File: config.mk
export PLATFORM = sky130hd
export DESIGN_NAME = codec_cfg_sequencer
export DESIGN_NICKNAME = d
export VERILOG_FILES = /design/src/rtl/codec_cfg_pkg.sv /design/src/rtl/cfg_timer.sv /design/src/rtl/codec_cfg_sequencer.sv
export SDC_FILE = /design/constraint.sdc
export NUM_CORES = 1
export LEC_CHECK = 0
export ABC_CLOCK_PERIOD_IN_PS = 2400
export CORE_ASPECT_RATIO = 2
export CORE_UTILIZATION = 45
export CTS_BUF_LIST = sky130_fd_sc_hd__clkbuf_8
export DETAILED_ROUTE_END_ITERATION = 12
export PLACE_DENSITY_LB_ADDON = 0.25
export SLEW_MARGIN = 20
export SYNTH_ARGS = -nofsm -noshare
export SYNTH_HDL_FRONTEND = slang
export SYNTH_SLANG_ARGS = --single-unit
File: constraint.sdc
create_clock -name clk -period 2.4 [get_ports clk]
set_input_delay 0.48 -clock clk [delete_from_list [all_inputs] [get_ports clk]]
set_output_delay 0.48 -clock clk [all_outputs]
set_load 0.01 [all_outputs]
File: src/rtl/codec_cfg_pkg.sv
// Shared types and the codec register table for the configuration sequencer.
// Table entries are {reg[6:0], value[8:0]}, issued in index order.
package codec_cfg_pkg;

   localparam int NUM_CFG_WORDS = 7;

   typedef enum logic [2:0] {
      ST_IDLE  = 3'd0,
      ST_SEND  = 3'd1,
      ST_WAIT  = 3'd2,
      ST_GAP   = 3'd3,
      ST_DONE  = 3'd4,
      ST_ERROR = 3'd5
   } cfg_state_e;

   localparam logic [15:0] CFG_WORDS [NUM_CFG_WORDS] = '{
      16'h1E00,   // reset
      16'h1201,   // activate
      16'h100C,   // 8 kHz sample rate
      16'h0E42,   // master mode, 16-bit
      16'h0C00,   // power on
      16'h0A01,   // DAC path
      16'h0815    // mic enable
   };

   // Out-of-range index (step 7 after completion) holds the last word.
   function automatic logic [15:0] cfg_word(input logic [2:0] idx);
      logic [15:0] w;
      case (idx)
         3'd0:    w = CFG_WORDS[0];
         3'd1:    w = CFG_WORDS[1];
         3'd2:    w = CFG_WORDS[2];
         3'd3:    w = CFG_WORDS[3];
         3'd4:    w = CFG_WORDS[4];
         3'd5:    w = CFG_WORDS[5];
         default: w = CFG_WORDS[6];
      endcase
      return w;
   endfunction

endpackage

File: src/rtl/cfg_timer.sv
// Loadable saturating down-counter; expire is high in the last counted cycle,
// so a load of N yields exactly N cycles in the consuming state.
module cfg_timer #(
   parameter int W = 8
) (
   input  logic         clk,
   input  logic         rst,
   input  logic         load,
   input  logic [W-1:0] load_val,
   output logic         expire
);

   logic [W-1:0] cnt_q, cnt_d;

   always_comb begin
      cnt_d = cnt_q;
      if (load) begin
         cnt_d = load_val;
      end else if (cnt_q != '0) begin
         cnt_d = cnt_q - 1'b1;
      end
   end

   always_ff @(posedge clk or negedge rst) begin
      if (!rst) begin
         cnt_q <= '0;
      end else begin
         cnt_q <= cnt_d;
      end
   end

   assign expire = (cnt_q == W'(1));

endmodule

File: src/rtl/codec_cfg_sequencer.sv
// Codec configuration sequencer: writes the package table through an I2C master.
// Optional feature macro CODEC_CFG_RETRY_EN re-sends a failed word up to MAX_RETRY times.
module codec_cfg_sequencer
   import codec_cfg_pkg::*;
#(
   parameter logic [6:0] I2C_ADDR       = 7'h1A,
   parameter int         GAP_CYCLES     = 1000,
   parameter int         TIMEOUT_CYCLES = 100000,
   parameter int         MAX_RETRY      = 3
) (
   input  logic        clk,
   input  logic        rst,
   input  logic        start_cfg,
   output logic        i2c_start,
   output logic        i2c_rw,
   output logic [6:0]  i2c_addr,
   output logic [15:0] i2c_data,
   input  logic        i2c_done,
   input  logic        i2c_ack,
   output logic        cfg_busy,
   output logic        cfg_done,
   output logic        cfg_error,
   output logic [2:0]  cfg_step,
   output cfg_state_e  dbg_state
);

   localparam int TMR_MAX = (GAP_CYCLES > TIMEOUT_CYCLES) ? GAP_CYCLES : TIMEOUT_CYCLES;
   localparam int TMR_W   = $clog2(TMR_MAX + 1);
   localparam logic [2:0] LAST_STEP = 3'(NUM_CFG_WORDS - 1);
   localparam logic [2:0] DONE_STEP = 3'd7;

   cfg_state_e       state_q, state_d;
   logic [2:0]       step_q, step_d;
   logic [15:0]      data_q, data_d;
   logic             tmr_load;
   logic [TMR_W-1:0] tmr_val;
   logic             tmr_expire;
   logic             fail;
`ifdef CODEC_CFG_RETRY_EN
   localparam int RTY_W = (MAX_RETRY > 0) ? $clog2(MAX_RETRY + 1) : 1;
   logic [RTY_W-1:0] retry_cnt_q, retry_cnt_d;
   logic             gap_retry_q, gap_retry_d;
`endif

   cfg_timer #(.W(TMR_W)) u_timer (
      .clk      (clk),
      .rst      (rst),
      .load     (tmr_load),
      .load_val (tmr_val),
      .expire   (tmr_expire)
   );

   // Handshake: i2c_start is a one-cycle launch; the master answers with a one-cycle
   // i2c_done whose i2c_ack is sampled only in WAIT. i2c_data holds from SEND until WAIT exits.
   always_comb begin
      state_d  = state_q;
      step_d   = step_q;
      data_d   = data_q;
      tmr_load = 1'b0;
      tmr_val  = TMR_W'(GAP_CYCLES);
      fail     = 1'b0;
`ifdef CODEC_CFG_RETRY_EN
      retry_cnt_d = retry_cnt_q;
      gap_retry_d = gap_retry_q;
`endif
      unique case (state_q)
         ST_IDLE, ST_DONE, ST_ERROR: begin
            if (start_cfg) begin
               state_d = ST_SEND;
               step_d  = '0;
               data_d  = cfg_word(3'd0);
`ifdef CODEC_CFG_RETRY_EN
               retry_cnt_d = '0;
               gap_retry_d = 1'b0;
`endif
            end
         end
         ST_SEND: begin
            state_d  = ST_WAIT;
            tmr_load = 1'b1;
            tmr_val  = TMR_W'(TIMEOUT_CYCLES);
         end
         ST_WAIT: begin
            if (i2c_done && i2c_ack) begin
               state_d  = ST_GAP;
               tmr_load = 1'b1;
`ifdef CODEC_CFG_RETRY_EN
               retry_cnt_d = '0;
               gap_retry_d = 1'b0;
`endif
            end else if (i2c_done || tmr_expire) begin
               fail = 1'b1;
            end
            if (fail) begin
`ifdef CODEC_CFG_RETRY_EN
               if (retry_cnt_q < RTY_W'(MAX_RETRY)) begin
                  retry_cnt_d = retry_cnt_q + 1'b1;
                  gap_retry_d = 1'b1;
                  state_d     = ST_GAP;
                  tmr_load    = 1'b1;
               end else begin
                  state_d = ST_ERROR;
               end
`else
               state_d = ST_ERROR;
`endif
            end
         end
         ST_GAP: begin
            if (tmr_expire) begin
`ifdef CODEC_CFG_RETRY_EN
               if (gap_retry_q) begin
                  state_d = ST_SEND;
               end else
`endif
               if (step_q == LAST_STEP) begin
                  state_d = ST_DONE;
                  step_d  = DONE_STEP;
               end else begin
                  state_d = ST_SEND;
                  step_d  = step_q + 3'd1;
                  data_d  = cfg_word(step_q + 3'd1);
               end
            end
         end
         default: state_d = ST_IDLE;
      endcase
   end

   always_ff @(posedge clk or negedge rst) begin
      if (!rst) begin
         state_q <= ST_IDLE;
         step_q  <= '0;
         data_q  <= cfg_word(3'd0);
`ifdef CODEC_CFG_RETRY_EN
         retry_cnt_q <= '0;
         gap_retry_q <= 1'b0;
`endif
      end else begin
         state_q <= state_d;
         step_q  <= step_d;
         data_q  <= data_d;
`ifdef CODEC_CFG_RETRY_EN
         retry_cnt_q <= retry_cnt_d;
         gap_retry_q <= gap_retry_d;
`endif
      end
   end

   always_comb begin
      i2c_start = (state_q == ST_SEND);
      cfg_busy  = (state_q == ST_SEND) || (state_q == ST_WAIT) || (state_q == ST_GAP);
      cfg_done  = (state_q == ST_DONE);
      cfg_error = (state_q == ST_ERROR);
   end

   assign i2c_rw    = 1'b0;
   assign i2c_addr  = I2C_ADDR;
   assign i2c_data  = data_q;
   assign cfg_step  = step_q;
   assign dbg_state = state_q;

endmodule

==> impl_metrics.csv, run 1 <==
group,metric,value,unit
setup_path,path_max_fanout,7,
power_and_ir_drop,power_density,1060,nW/um2
floorplan,die_h,97.5,um
cts,clk_pin_slew,0.07,ns
synthesis,yosysMostFrequentCell,"nand2_1",
setup_path,crit_path_cell_trace,"inv_1, nand2_1, nor2_1, clkdlybuf4s50_1",
synthesis,syn_inst,231,
final_layout,final_layout_size_suffix_gt1_share,9.58,%
global_routing,grt_pass1_vias,1710,
cts,cts_hold_buffers,0,
setup_path,r2r_start,"dbg_state[0]$_DFFE_PN0P_",
setup_path,worstPathRequired,1.92,ns
cts,htree_levels,2,
global_routing,grt_pass1_wl,7950,um
setup_path,crit_path_end_kind,"primary output",
synthesis,ys_seq_elements,32,
timing,fin_setup_tns,0,ns
run_status,status,"finished, final reports clean",
final_layout,area_growth,17.3,%
setup_path,start_kind,"register",
power_and_ir_drop,report.power.total,0.00254,W
synthesis,synth_cell_type_count,48,
placed_design,dpl_worst_slack,0.363,ns
global_routing,grt_max_degree,33,
cts,ctsRootBufferMaster,"clkbuf_8",
power_and_ir_drop,vdd_drop_max,614,uV
final_layout,antenna_cells,0,
floorplan,core-area,4340,um2
synthesis,yosys_most_used_dff,"dfrtp_1",
setup_path,cp_slowest_cell,"clkdlybuf4s50_1",
placed_design,hpwl,3420,um
setup_path,cp.arrival,1.77,ns
synthesis,async_flop_share,100,%
route,vias,1747,
synthesis,synth_area_leaders,"dfrtp_1 (34%), buf_4 (5.5%), nand2_1 (5.3%), dfstp_2 (5.1%), ha_1 (4.9%)",
setup_path,crit_start,"dbg_state[2]$_DFFE_PN0P_",
cts,cts_buffer_depth,2,
final_layout,fillers,412,
synthesis,synth_top_area_share,34.2,%
global_routing,gr-total-overflow,0,
synthesis,yosysWarnings,0,
synthesis,synth_edf_count,0,
timing,slew_violations,0,
synthesis,synthTopCellsByCount,"nand2_1 (29), dfrtp_1 (28), nor2_1 (26), a21oi_1 (17), buf_4 (15)",
route,ant_nets,0,
synthesis,synth_top_area_cell,"dfrtp_1",
cts,cts_buffers,5,
cts,cts_setup_buffers,0,
placed_design,gp_congestion,0.854,
cts,clk_latency,0.28,ns
global_routing,grt.total_usage,21.4,%
synthesis,synth_seq_area_share,39.3,%
global_routing,antenna_found_initial,0,
timing,hold_viol,0,
floorplan,io_pins,39,
setup_path,path_class,"reg2out",
timing,min_period,2.25,ns
power_and_ir_drop,total_leakage_power,1.00,nW
floorplan,rows,34,
floorplan,die_width,49.7,um
timing,rsz0062_at_grt,"false",
synthesis,syn_avg_cell_area,8.88,um2
route,drc,0,
route,first_pass_iters,4,
timing,skew,0.00549,ns
timing,setup_ws,0.146,ns
placed_design,numPortBuffers,24,
synthesis,synth_area,2050,um2
min_path,hold_start,"i2c_data[4]$_DFFE_PN0P_",
final_layout,final_nets,273,
cts,cts_resized,0,
cts,tritoncts,"done",
route,drt_iter0_drc,34,
final_layout,fin_util,55.4,%
route,wire_per_inst,14.9,um
floorplan,initial_utilization,47.3,%
setup_path,slowest_delay,0.56,ns
route,routed_via_density,5.55,
route,routed_wl,4700,um
cts,cts.sinks,32,
timing,clock.fmax,444,MHz
timing,period_share,93.9,%
floorplan,dieArea,4850,um2
min_path,min_path_type,"reg2reg",
timing,final-setup-viol-count,0,
timing,slew-limit-headroom,67.3,%
timing,tightestPinTransition,0.479,ns
run,cap_violations,0,
## report_power, final
group	switching, W	total (W)	internal (W)
clock	0.000196	0.000422	0.000225
combinational	0.000606	0.00115	0.000548
sequential	0.000234	0.000964	0.000729
## cell type report
class                           instances  area (um2)  area share (%)
Sequential cell                        32         806            33.5
Clock inverter                          2        7.51           0.312
Tap cell                               54        67.6            2.81
Timing Repair Buffer                   32         300            12.5
Clock buffer                            6        82.6            3.43
Inverter                                7        26.3            1.09
Multi-Input combinational cell        182        1110            46.4
## per-stage QoR
stage / instances / hold WS [ns] / instance area (um2)
floorplan: 243 / 0.184 / 2100
global placement: 307 / 0.514 / 2310
detailed placement: 307 / 0.528 / 2310
CTS: 315 / 0.539 / 2400
global route: 315 / 0.561 / 2400
finish: 315 / 0.534 / 2400
## path summary, 6_finish.rpt
check,end,slack [ns],depth (start not counted)
max,i2c_start,0.15,4
max reg2reg,i2c_data[2]$_DFFE_PN0P_,0.33,5
min in group asynchronous,i2c_data[6]$_DFFE_PN0P_,0.60,2
min reg2reg,i2c_data[4]$_DFFE_PN0P_,0.53,2
max in group asynchronous,i2c_data[10]$_DFFE_PN1P_,1.45,2
min,i2c_data[4]$_DFFE_PN0P_,0.53,2
## flip-flops by register name (all words and copies together), names as in the netlist
register,flops
cfg_step,3
dbg_state,3
i2c_data,9
u_timer.cnt_q,17
## cells in the final DEF (no fill, tap or decap), types with 5 or more instances in the layout
cell,n
nand4_1,5
o21ai_0,7
clkbuf_8,6
clkdlybuf4s50_1,24
inv_1,9
a21oi_1,17
buf_4,8
ha_1,8
nand2_1,29
conb_1,14
nor2_1,26
xnor2_1,10
dfrtp_1,28
nor3_1,11
## per-layer routing
| metal | global-route usage (%) | share of wire (%) | up-vias |
|---|---|---|---|
| met3 | 2.50 | 2.4 | 11 |
| met2 | 39.3 | 57 | 40 |
| met5 | 0 | 0 | - |
| li1 | - | - | 846 |
| met1 | 22.4 | 38 | 850 |
| met4 | 12.1 | 3.0 | 0 |
## kinds of logic (layout without fill, tap and decap cells)
family | after synthesis | count (layout) | synth area share, %
multiplexers | 3 | 3 | 1.46
AND/OR/NAND/NOR | 105 | 105 | 28.2
other | 2 | 14 | 0.366
flip-flops | 32 | 32 | 39.3
buffers and inverters | 29 | 47 | 8.54
AO/OA/AOI/OAI | 41 | 41 | 12.5
XOR/XNOR | 11 | 11 | 4.70
adder cells (fa/ha/maj) | 8 | 8 | 4.88
## worst max-delay path: cells and delay by family, from the launching register on
kind / cells / cell delay, ns
buf+inv: 2 / 0.76
simple gates: 2 / 0.26
flops: 1 / 0.46
Note: power is estimated with default switching activity, not from simulation.
==> run 2, diff against run 1 <==
Settings changed: ABC_CLOCK_PERIOD_IN_PS 2400 to 2150.
Clock period 2.4 ns to 2.15 ns, I/O delays scaled along.
==> impl_metrics.csv, run 2 (synthesis gave the netlist of run 1 again) <==
group,metric,value,unit
run_status,status,"finished, final reports clean",
final_layout,final_layout_size_suffix_gt1_share,13.4,%
power_and_ir_drop,report.power.total,0.00295,W
floorplan,rows,34,
final_layout,fillers,416,
placed_design,gp_congestion,0.821,
timing,rsz0062_at_grt,"false",
timing,setup_ws,0.0822,ns
route,ant_nets,0,
cts,ctsRootBufferMaster,"clkbuf_8",
cts,cts.sinks,32,
final_layout,final_common_cell,"nand2_1",
cts,htree_levels,2,
global_routing,grt.total_usage,20.8,%
timing,min_period,2.07,ns
global_routing,grt_pass1_vias,1688,
cts,tritoncts,"done",
setup_path,path_class,"reg2out",
timing,slew-limit-headroom,67.0,%
final_layout,largest-register,"u_timer.cnt_q",
cts,cts_buffers,5,
setup_path,r2r_start,"cfg_step[0]$_DFFE_PN0P_",
final_layout,final_area,2480,um2
global_routing,grt_pass1_wl,7530,um
timing,final-setup-viol-count,0,
floorplan,core-area,4340,um2
setup_path,rr_worst_depth,6,
run,cap_violations,0,
placed_design,dp.cells,314,
route,first_pass_iters,4,
final_layout,layout_common_cells,"nand2_1 (29), dfrtp_1 (27), nor2_1 (25)",
setup_path,worstPathRequired,1.72,ns
floorplan,die_h,97.5,um
min_path,min_path_type,"in2async",
setup_path,crit_path_end_kind,"primary output",
global_routing,antenna_found_initial,0,
final_layout,area_growth,20.9,%
route,routed_via_density,5.41,
floorplan,initial_utilization,47.3,%
final_layout,finalNonFillerCells,322,
power_and_ir_drop,total_leakage_power,1.04,nW
floorplan,dieArea,4850,um2
final_layout,largest_reg_flops,17,
timing,hold_viol,0,
route,routed_wl,4700,um
timing,fin_setup_tns,0,ns
placed_design,hpwl,3530,um
placed_design,placed_area,2380,um2
cts,clk_pin_slew,0.07,ns
cts,cts_buffer_depth,2,
route,drc,0,
setup_path,cp.arrival,1.64,ns
timing,period_share,96.2,%
setup_path,r2r_end,"i2c_data[2]$_DFFE_PN0P_",
floorplan,io_pins,39,
power_and_ir_drop,vdd_drop_max,862,uV
final_layout,antenna_cells,0,
global_routing,gr-total-overflow,0,
route,wire_per_inst,14.6,um
route,drt_iter0_drc,26,
floorplan,die_width,49.7,um
timing,skew,0.00589,ns
final_layout,final_nets,280,
setup_path,start_kind,"register",
setup_path,crit_start,"dbg_state[2]$_DFFE_PN0P_",
final_layout,multi_input_area,1120,um2
cts,cts_hold_buffers,0,
setup_path,path_max_fanout,7,
timing,tightestPinTransition,0.482,ns
power_and_ir_drop,power_density,1190,nW/um2
timing,clock.fmax,484,MHz
final_layout,regArea,807,um2
placed_design,numPortBuffers,24,
setup_path,setup.worst_path.end,"i2c_start",
cts,clk_latency,0.29,ns
placed_design,dpl_worst_slack,0.201,ns
route,vias,1741,
timing,slew_violations,0,
setup_path,rrSetupSlack,0.23,ns
global_routing,grt_max_degree,33,
==> run 2: final cells by class <==
cell class / count / area share [%]
multi-input cells: 182 / 45.3
flip-flops and latches: 32 / 32.5
repair buffers: 39 / 14.7
clock buffers: 6 / 3.33
well taps: 54 / 2.72
inverters: 7 / 1.06
clock inverters: 2 / 0.303
==> run 2: per-layer routing <==
layer / part of all wire [%] / up-vias / track usage [%]
li1: - / 861 / -
met1: 35 / 823 / 18.9
met2: 57 / 40 / 38.7
met3: 2.7 / 17 / 3.91
met4: 4.8 / 0 / 14.5
met5: 0 / - / 0
==> run 2: what timing repair did <==
item / in CTS / in global routing
gates resized for setup: 1 / 3
setup endpoints to repair: 1 / 4
buffers inserted: 0 / 0
pin swaps: 0 / 0
==> run 2: power by group <==
part           internal [W]  total [W]  switching, W  leakage, nW
Clock              0.000251   0.000480      0.000229       0.0538
Sequential         0.000815    0.00105      0.000239        0.388
Combinational      0.000692    0.00141      0.000719        0.600
==> run 2: how the worst min path moves through the flow <==
stage,to,from,slack (ns),cells past startpoint
floorplan,cfg_step[0]$_DFFE_PN0P_,rst,0.13,0
global placement,i2c_data[2]$_DFFE_PN0P_,i2c_data[2]$_DFFE_PN0P_,0.53,2
detailed placement,i2c_data[2]$_DFFE_PN0P_,i2c_data[2]$_DFFE_PN0P_,0.53,2
CTS,i2c_data[2]$_DFFE_PN0P_,i2c_data[2]$_DFFE_PN0P_,0.54,2
global route,i2c_data[2]$_DFFE_PN0P_,i2c_data[2]$_DFFE_PN0P_,0.56,2
finish,i2c_data[6]$_DFFE_PN0P_,rst,0.53,2
==> run 2: critical path, stage by stage (launching register included) <==
cell	delay, ns
dfrtp_2	0.46
inv_2	0.12
nand2_1	0.09
nor2_2	0.13
clkdlybuf4s50_1	0.55
==> run 2: per-stage QoR <==
step	hold WS (ns)	utilization [%]
6_report	0.532	57.2
5_1_grt	0.561	57.2
4_1_cts	0.542	56.9
3_5_place_dp	0.533	54.8
3_3_place_gp	0.525	54.8
2_1_floorplan	0.134	-
